===== config.mk =====
export PLATFORM = sky130hd
export DESIGN_NAME = uart_frame_driver
export DESIGN_NICKNAME = d
export VERILOG_FILES = /design/src/rtl/uart_frame_driver.sv
export SDC_FILE = /design/constraint.sdc
export NUM_CORES = 1
export LEC_CHECK = 0
export BUFFER_PORTS_ARGS = -buffer_cell sky130_fd_sc_hd__clkbuf_2
export CAP_MARGIN = 20
export CORE_MARGIN = 8
export CORE_UTILIZATION = 50
export CTS_CLUSTER_SIZE = 25
export DETAILED_ROUTE_END_ITERATION = 10
export GPL_TIMING_DRIVEN = 0
export PLACE_DENSITY = 0.66
export SLEW_MARGIN = 20
export SYNTH_ARGS = -nofsm -noshare
export SYNTH_HDL_FRONTEND = slang
export SYNTH_SLANG_ARGS = --single-unit

===== constraint.sdc =====
create_clock -name SYSCLK -period 2.9 [get_ports SYSCLK]
set_clock_uncertainty 0.15 [all_clocks]
set_input_delay 0.145 -clock SYSCLK [delete_from_list [all_inputs] [get_ports SYSCLK]]
set_output_delay 0.145 -clock SYSCLK [all_outputs]
set_load 0.02 [all_outputs]

===== src/rtl/uart_frame_driver.sv =====
// UART stimulus source: a byte FIFO feeding a registered serialiser with
// configurable framing (data bits, parity, stop bits, inter-frame gap),
// ENABLE flow gating, a sticky overflow flag and a wrapping frame counter.
module uart_frame_driver #(
    parameter int CLK_DIV   = 868,
    parameter int DATA_BITS = 8,
    parameter int PARITY    = 0,
    parameter int STOP_BITS = 1,
    parameter int GAP_BITS  = 0,
    parameter int DEPTH     = 16
) (
    input  logic                 SYSCLK,
    input  logic                 NSYSRESET,
    input  logic                 WR_EN,
    input  logic [DATA_BITS-1:0] WR_DATA,
    input  logic                 ENABLE,
    output logic                 TX_OUT,
    output logic                 FULL,
    output logic                 EMPTY,
    output logic                 BUSY,
    output logic                 FRAME_DONE,
    output logic                 OVERFLOW,
    output logic [15:0]          SENT_CNT
);
    localparam int AW = $clog2(DEPTH);
    localparam int TW = $clog2(CLK_DIV);

    typedef enum logic [2:0] {IDLE, START, DATA, PAR, STOP, GAP} state_t;

    logic [1:0]           rst_sync_q, rst_sync_d;
    logic                 rst_n;
    logic [AW:0]          wr_ptr_q, wr_ptr_d, rd_ptr_q, rd_ptr_d;
    logic [DATA_BITS-1:0] mem_q [DEPTH];
    logic [DATA_BITS-1:0] head;
    logic                 push, pop, full, empty, tick, frame_end;
    logic                 ovf_q, ovf_d;
    state_t               state_q, state_d;
    logic [TW-1:0]        timer_q, timer_d;
    logic [3:0]           bit_cnt_q, bit_cnt_d;
    logic [DATA_BITS-1:0] shift_q, shift_d;
    logic                 par_q, par_d;
    logic                 tx_q, tx_d;
    logic                 done_q, done_d;
    logic [15:0]          sent_cnt_q, sent_cnt_d;

    // Reset synchroniser: assertion is immediate, release waits two edges.
    always_comb rst_sync_d = {rst_sync_q[0], 1'b1};

    // Reset synchroniser register.
    always_ff @(posedge SYSCLK or negedge NSYSRESET) begin
        if (!NSYSRESET) rst_sync_q <= '0;
        else            rst_sync_q <= rst_sync_d;
    end

    assign rst_n = rst_sync_q[1];

    // FIFO status; pointers carry one extra wrap bit to split full from empty.
    assign empty = (wr_ptr_q == rd_ptr_q);
    assign full  = (wr_ptr_q[AW] != rd_ptr_q[AW]) &&
                   (wr_ptr_q[AW-1:0] == rd_ptr_q[AW-1:0]);
    assign push  = WR_EN && !full;
    assign head  = mem_q[rd_ptr_q[AW-1:0]];
    assign tick  = (timer_q == '0);

    // FIFO pointer advance and sticky overflow (a same-cycle pop does not excuse it).
    always_comb begin
        wr_ptr_d = wr_ptr_q + (AW+1)'(push);
        rd_ptr_d = rd_ptr_q + (AW+1)'(pop);
        ovf_d    = ovf_q | (WR_EN & full);
    end

    // FIFO storage; no reset needed, occupancy is tracked by the pointers.
    always_ff @(posedge SYSCLK) begin
        if (push) mem_q[wr_ptr_q[AW-1:0]] <= WR_DATA;
    end

    // Frame sequencer: per-bit timer, bit counter, pop/load and registered line value.
    always_comb begin
        state_d    = state_q;
        timer_d    = timer_q;
        bit_cnt_d  = bit_cnt_q;
        shift_d    = shift_q;
        par_d      = par_q;
        sent_cnt_d = sent_cnt_q;
        done_d     = 1'b0;
        pop        = 1'b0;
        frame_end  = 1'b0;
        tx_d       = 1'b1;

        if (state_q != IDLE) timer_d = tick ? TW'(CLK_DIV - 1) : timer_q - 1'b1;

        case (state_q)
            IDLE: ;
            START: if (tick) begin
                state_d   = DATA;
                bit_cnt_d = '0;
            end
            DATA: if (tick) begin
                shift_d = shift_q >> 1;
                if (bit_cnt_q == 4'(DATA_BITS - 1)) begin
                    bit_cnt_d = '0;
                    state_d   = (PARITY != 0) ? PAR : STOP;
                end else begin
                    bit_cnt_d = bit_cnt_q + 1'b1;
                end
            end
            PAR: if (tick) begin
                state_d   = STOP;
                bit_cnt_d = '0;
            end
            STOP: if (tick) begin
                if (bit_cnt_q == 4'(STOP_BITS - 1)) begin
                    bit_cnt_d = '0;
                    if (GAP_BITS != 0) state_d = GAP;
                    else               frame_end = 1'b1;
                end else begin
                    bit_cnt_d = bit_cnt_q + 1'b1;
                end
            end
            GAP: if (tick) begin
                if (bit_cnt_q == 4'(GAP_BITS - 1)) frame_end = 1'b1;
                else                               bit_cnt_d = bit_cnt_q + 1'b1;
            end
            default: state_d = IDLE;
        endcase

        if (frame_end) begin
            done_d     = 1'b1;
            sent_cnt_d = sent_cnt_q + 16'd1;
            state_d    = IDLE;
        end

        // Load the next byte from IDLE, or straight from frame end for back-to-back frames.
        if ((state_q == IDLE || frame_end) && ENABLE && !empty) begin
            pop       = 1'b1;
            shift_d   = head;
            par_d     = (PARITY == 2) ? ^head : ~^head;
            state_d   = START;
            timer_d   = TW'(CLK_DIV - 1);
            bit_cnt_d = '0;
        end

        case (state_d)
            START:   tx_d = 1'b0;
            DATA:    tx_d = shift_d[0];
            PAR:     tx_d = par_d;
            default: tx_d = 1'b1;
        endcase
    end

    // State registers; reset truncates any frame in flight and idles the line.
    always_ff @(posedge SYSCLK or negedge rst_n) begin
        if (!rst_n) begin
            wr_ptr_q   <= '0;
            rd_ptr_q   <= '0;
            ovf_q      <= 1'b0;
            state_q    <= IDLE;
            timer_q    <= TW'(CLK_DIV - 1);
            bit_cnt_q  <= '0;
            shift_q    <= '0;
            par_q      <= 1'b0;
            tx_q       <= 1'b1;
            done_q     <= 1'b0;
            sent_cnt_q <= '0;
        end else begin
            wr_ptr_q   <= wr_ptr_d;
            rd_ptr_q   <= rd_ptr_d;
            ovf_q      <= ovf_d;
            state_q    <= state_d;
            timer_q    <= timer_d;
            bit_cnt_q  <= bit_cnt_d;
            shift_q    <= shift_d;
            par_q      <= par_d;
            tx_q       <= tx_d;
            done_q     <= done_d;
            sent_cnt_q <= sent_cnt_d;
        end
    end

    assign TX_OUT     = tx_q;
    assign FULL       = full;
    assign EMPTY      = empty;
    assign BUSY       = (state_q != IDLE);
    assign FRAME_DONE = done_q;
    assign OVERFLOW   = ovf_q;
    assign SENT_CNT   = sent_cnt_q;

endmodule


==> qor.txt <==
====================================================================================================
Count of standard-cell rows                                                                       46
Post-synthesis to final-layout area growth                                                    15.13%
Slew @ Worst Pin                                                                           0.7083 ns
Status                                                                                  finished, violations left
Wire length of the first global-routing pass                                                25020 um
Final period utilization                                                                      100.5%
Total global routing overflow                                                                      0
Classification of the worst-slack hold path                                             primary input to register
Yosys top cell by area                                                                  sky130_fd_sc_hd__edfxtp_1
Number of fill cells                                                                            1264
Io pins                                                                                           34
Crit Path Class                                                                         register to register
Critical path capture point type                                                            register
Maximum vdd ir drop                                                                        0.4148 mV
Highest achievable clock rate                                                             0.3430 GHz
Number of antenna diodes                                                                           0
Sum of routed wire length over all layers                                                   15720 um
Combined global-route utilization of all metal layers                                         16.61%
X dimension of the die                                                                      141.7 um
Cells taking the most area after synthesis                                              sky130_fd_sc_hd__edfxtp_1 (49%), sky130_fd_sc_hd__dfrtp_1 (16%), sky130_fd_sc_hd__mux4_2 (9.1%), sky130_fd_sc_hd__mux2i_1 (2.5%), sky130_fd_sc_hd__dfstp_2 (2.3%)
DR WL/cell                                                                                  19.48 um
Overall Power                                                                               5.908 mW
Clock-pin slew reported for the worst setup and hold paths after clock tree synthesis        0.07 ns
Total power density per cell area                                                       649.9 mW/mm^2
Share of synthesized registers carrying an async set or reset                                 30.81%
Number of synthesized flops with an enable pin                                                   128
Number of global-route vias before repair                                                       4463
Post-detailed-route count of antenna-violating nets                                                0
Max Transition Viols Final                                                                         0
Setup repair after global routing missed its margin                                              yes
Area of the mapped netlist                                                              0.007895 sq mm
Placer Congestion                                                                             0.8080
Max Root-Sink Buffers                                                                              2
H-tree depth reported by CTS                                                                       4
Half-perimeter wire length of the detailed placement result                                 10450 um
Fraction of the core area covered by cells at the end of the flow                             58.06%
Final period demand of the worst path                                                       2.915 ns
CTS tree                                                                                         yes
Yosys warning total                                                                                0
Final-report hold violation count                                                                  0
Final-stage net count                                                                            599
Clk Latency, worst-skew pair                                                                 0.42 ns
Reported leakage power                                                                      3.324 nW
Die area                                                                                0.02007 sq mm
Number of detailed-routing iterations run before antenna repair                                    6
Fraction of layout instances using a drive strength above 1                                   25.55%
Sequential cell area in the final layout                                                0.005283 sq mm
Number of setup violations in the final report                                                    22
Mean Syn Cell Area                                                                       15.39 sq um
Initial drt markers                                                                              368
Placeable core area                                                                     0.01566 sq mm
Worst path arrival time                                                                      2.83 ns
Via Count                                                                                       4458
Largest net degree at the start of global routing                                                 56
Share of synthesized area occupied by flip-flops and latches                                  66.86%
Via density per instance                                                                       5.524
Number of max-cap violations                                                                       0
Worst-path fanout max                                                                              8
Number of nets produced by synthesis                                                             533
Req. time, crit path                                                                         2.81 ns
Clock tree root driver cell                                                             sky130_fd_sc_hd__clkbuf_16
Multi-input logic area                                                                  0.002512 sq mm
Count of unique library cells instantiated by Yosys                                               58
Failing checks                                                                          negative setup slack
Cell count after synthesis                                                                       513
Total of buffers placed on input and output ports                                                 33
Height of the die                                                                           141.7 um
Antenna violations before repair                                                                   0
Number of buffers created by CTS                                                                  17
Area share of the largest cell type after synthesis                                           48.68%
Sinks on Clock Net                                                                               185
Worst-case headroom to the max-slew limit                                                     52.41%
Number of remaining DRC errors                                                                     0
Initial standard-cell utilization of the core                                                 50.43%
Startpoint kind of the worst setup timing path                                              register
Min setup slack post-route                                                               -0.01519 ns
Post-synthesis sequential element count                                                          185
Most common flop cell mapped by yosys                                                   sky130_fd_sc_hd__edfxtp_1
====================================================================================================
worst max-delay path, cell delays in order, from the launching register on:
cell and delay, ns:
sky130_fd_sc_hd__dfrtp_1 0.36, sky130_fd_sc_hd__buf_2 0.28, sky130_fd_sc_hd__xor2_1 0.18, sky130_fd_sc_hd__nor4_1 0.09
sky130_fd_sc_hd__nand2b_1 0.09, sky130_fd_sc_hd__and2_1 0.13, sky130_fd_sc_hd__clkbuf_1 0.22, sky130_fd_sc_hd__or3b_1 0.52
sky130_fd_sc_hd__nor2_2 0.52
layout by cell type (no fill, tap or decap), types with 4 or more instances in the layout:
cell type                       synthesis  final
sky130_fd_sc_hd__a21oi_1               13     13
sky130_fd_sc_hd__a31oi_1                4      4
sky130_fd_sc_hd__and2_1                 4      4
sky130_fd_sc_hd__buf_2                 10     10
sky130_fd_sc_hd__buf_4                  0      7
sky130_fd_sc_hd__clkbuf_1               6      7
sky130_fd_sc_hd__clkbuf_16              0     17
sky130_fd_sc_hd__clkbuf_2               0     33
sky130_fd_sc_hd__clkinvlp_4             0      5
sky130_fd_sc_hd__dfrtp_1               50     49
sky130_fd_sc_hd__dfstp_2                7      7
sky130_fd_sc_hd__dlygate4sd3_1          0      7
sky130_fd_sc_hd__edfxtp_1             128    128
sky130_fd_sc_hd__ha_1                   8      8
sky130_fd_sc_hd__inv_1                 13     13
sky130_fd_sc_hd__mux2i_1               20     20
sky130_fd_sc_hd__mux4_2                32     32
sky130_fd_sc_hd__nand2_1               31     31
sky130_fd_sc_hd__nand2b_1               8      8
sky130_fd_sc_hd__nand3_1               16     16
sky130_fd_sc_hd__nand4_1                4      4
sky130_fd_sc_hd__nor2_1                48     36
sky130_fd_sc_hd__nor2_2                 0     12
sky130_fd_sc_hd__nor3_1                13      8
sky130_fd_sc_hd__nor3_2                 2      5
sky130_fd_sc_hd__nor3_4                 2      4
sky130_fd_sc_hd__o21ai_0                7      7
sky130_fd_sc_hd__xnor2_1               18     18
sky130_fd_sc_hd__xor2_1                20     20
worst paths after layout:
| kind | start | end | slack, ns | cells past startpoint |
|---|---|---|---|---|
| setup / recovery | rd_ptr_q[0]$_DFF_PN0_ | mem_q[4][1]$_DFFE_PP_ | -0.02 | 8 |
| hold / removal | WR_DATA[2] | mem_q[4][2]$_DFFE_PP_ | 0.005 | 1 |
| setup reg to reg | rd_ptr_q[0]$_DFF_PN0_ | mem_q[4][1]$_DFFE_PP_ | -0.02 | 8 |
| hold reg to reg | rst_sync_q[0]$_DFF_PN0_ | rst_sync_q[1]$_DFF_PN0_ | 0.20 | 0 |
| max in group asynchronous | rst_sync_q[1]$_DFF_PN0_ | SENT_CNT[5]$_DFFE_PN0P_ | 1.89 | 0 |
| min in group asynchronous | rst_sync_q[1]$_DFF_PN0_ | timer_q[7]$_DFFE_PN0P_ | 0.23 | 0 |
layer usage:
layer  GRT usage (%)  share of wire, %  vias to the layer above
met5               0                 0                        -
met4           7.179               2.7                        0
met3           3.696               5.4                       29
met2           27.11                49                      112
met1           21.00                43                     2252
li1                -                 -                     2065
sequential cells by signal (all words and copies together) (netlist names):
name,cells
SENT_CNT,16
shift_q,8
FRAME_DONE,1
wr_ptr_q,5
mem_q,128
rst_sync_q,2
timer_q,10
par_q,1
TX_OUT,1
state_q,3
bit_cnt_q,4
rd_ptr_q,5
OVERFLOW,1
repair_timing:
item                       4_1_cts  5_1_grt
setup buffers                    1        2
gates resized for setup          1       17
setup endpoints to repair       33       99
hold buffers                     7        0
pin swaps                        1        1
hold endpoints to repair        67        0
cell type report:
type                       instances  share of cell area [%]
timing repair buffer              47                   3.166
tap                              216                   2.973
clock buffer                      18                   4.721
buffer                            21                   1.432
sequential                       185                   58.11
multi-input combinational        293                   27.64
inverter                          14                  0.6056
clock inverter                    13                   1.349
cell families (layout without fill, tap and decap cells):
group / Yosys count / count (layout) / share of synthesized area, %
other: 1 / 1 / 0.04750
muxes: 54 / 54 / 11.98
xor gates and xnor gates: 39 / 39 / 4.422
DFF: 185 / 185 / 66.86
buffers and inverters: 35 / 113 / 2.314
adders and majority gates: 8 / 8 / 1.268
AOI/OAI and AO/OA: 44 / 44 / 3.629
and+or+nand+nor: 147 / 147 / 9.477
power breakdown:
| part | internal, mW | switching, mW | total [mW] |
|---|---|---|---|
| Sequential | 3.06 | 0.0866 | 3.15 |
| Clock | 1.19 | 0.977 | 2.16 |
| Combinational | 0.198 | 0.399 | 0.597 |
| Total | 4.44 | 1.46 | 5.91 |
stage by stage:
| step | instances | TNS (ns) | hold WS (ns) | cell area, sq um | setup WS [ns] |
|---|---|---|---|---|---|
| after floorplan | 513 | 0 | -0.3006 | 7895 | 0.2367 |
| after global placement | 762 | -16.95 | -0.2176 | 8330 | -0.6227 |
| after detailed placement | 766 | -5.210 | -0.2170 | 8384 | -0.2257 |
| after CTS | 805 | -5.973 | 0.006763 | 9016 | -0.2618 |
| after global routing | 807 | -3.550 | 0.03358 | 9090 | -0.1752 |
| final | 807 | -0.1996 | 0.005241 | 9090 | -0.01519 |
cell usage after synthesis (4+ instances only):
cell,n
sky130_fd_sc_hd__edfxtp_1,128
sky130_fd_sc_hd__dfrtp_1,50
sky130_fd_sc_hd__nor2_1,48
sky130_fd_sc_hd__mux4_2,32
sky130_fd_sc_hd__nand2_1,31
sky130_fd_sc_hd__mux2i_1,20
sky130_fd_sc_hd__xor2_1,20
sky130_fd_sc_hd__xnor2_1,18
sky130_fd_sc_hd__nand3_1,16
sky130_fd_sc_hd__a21oi_1,13
sky130_fd_sc_hd__inv_1,13
sky130_fd_sc_hd__nor3_1,13
sky130_fd_sc_hd__buf_2,10
sky130_fd_sc_hd__ha_1,8
sky130_fd_sc_hd__nand2b_1,8
sky130_fd_sc_hd__dfstp_2,7
sky130_fd_sc_hd__o21ai_0,7
sky130_fd_sc_hd__clkbuf_1,6
sky130_fd_sc_hd__a31oi_1,4
sky130_fd_sc_hd__and2_1,4
sky130_fd_sc_hd__nand4_1,4
No activity file was read; power rests on OpenSTA's default activity.
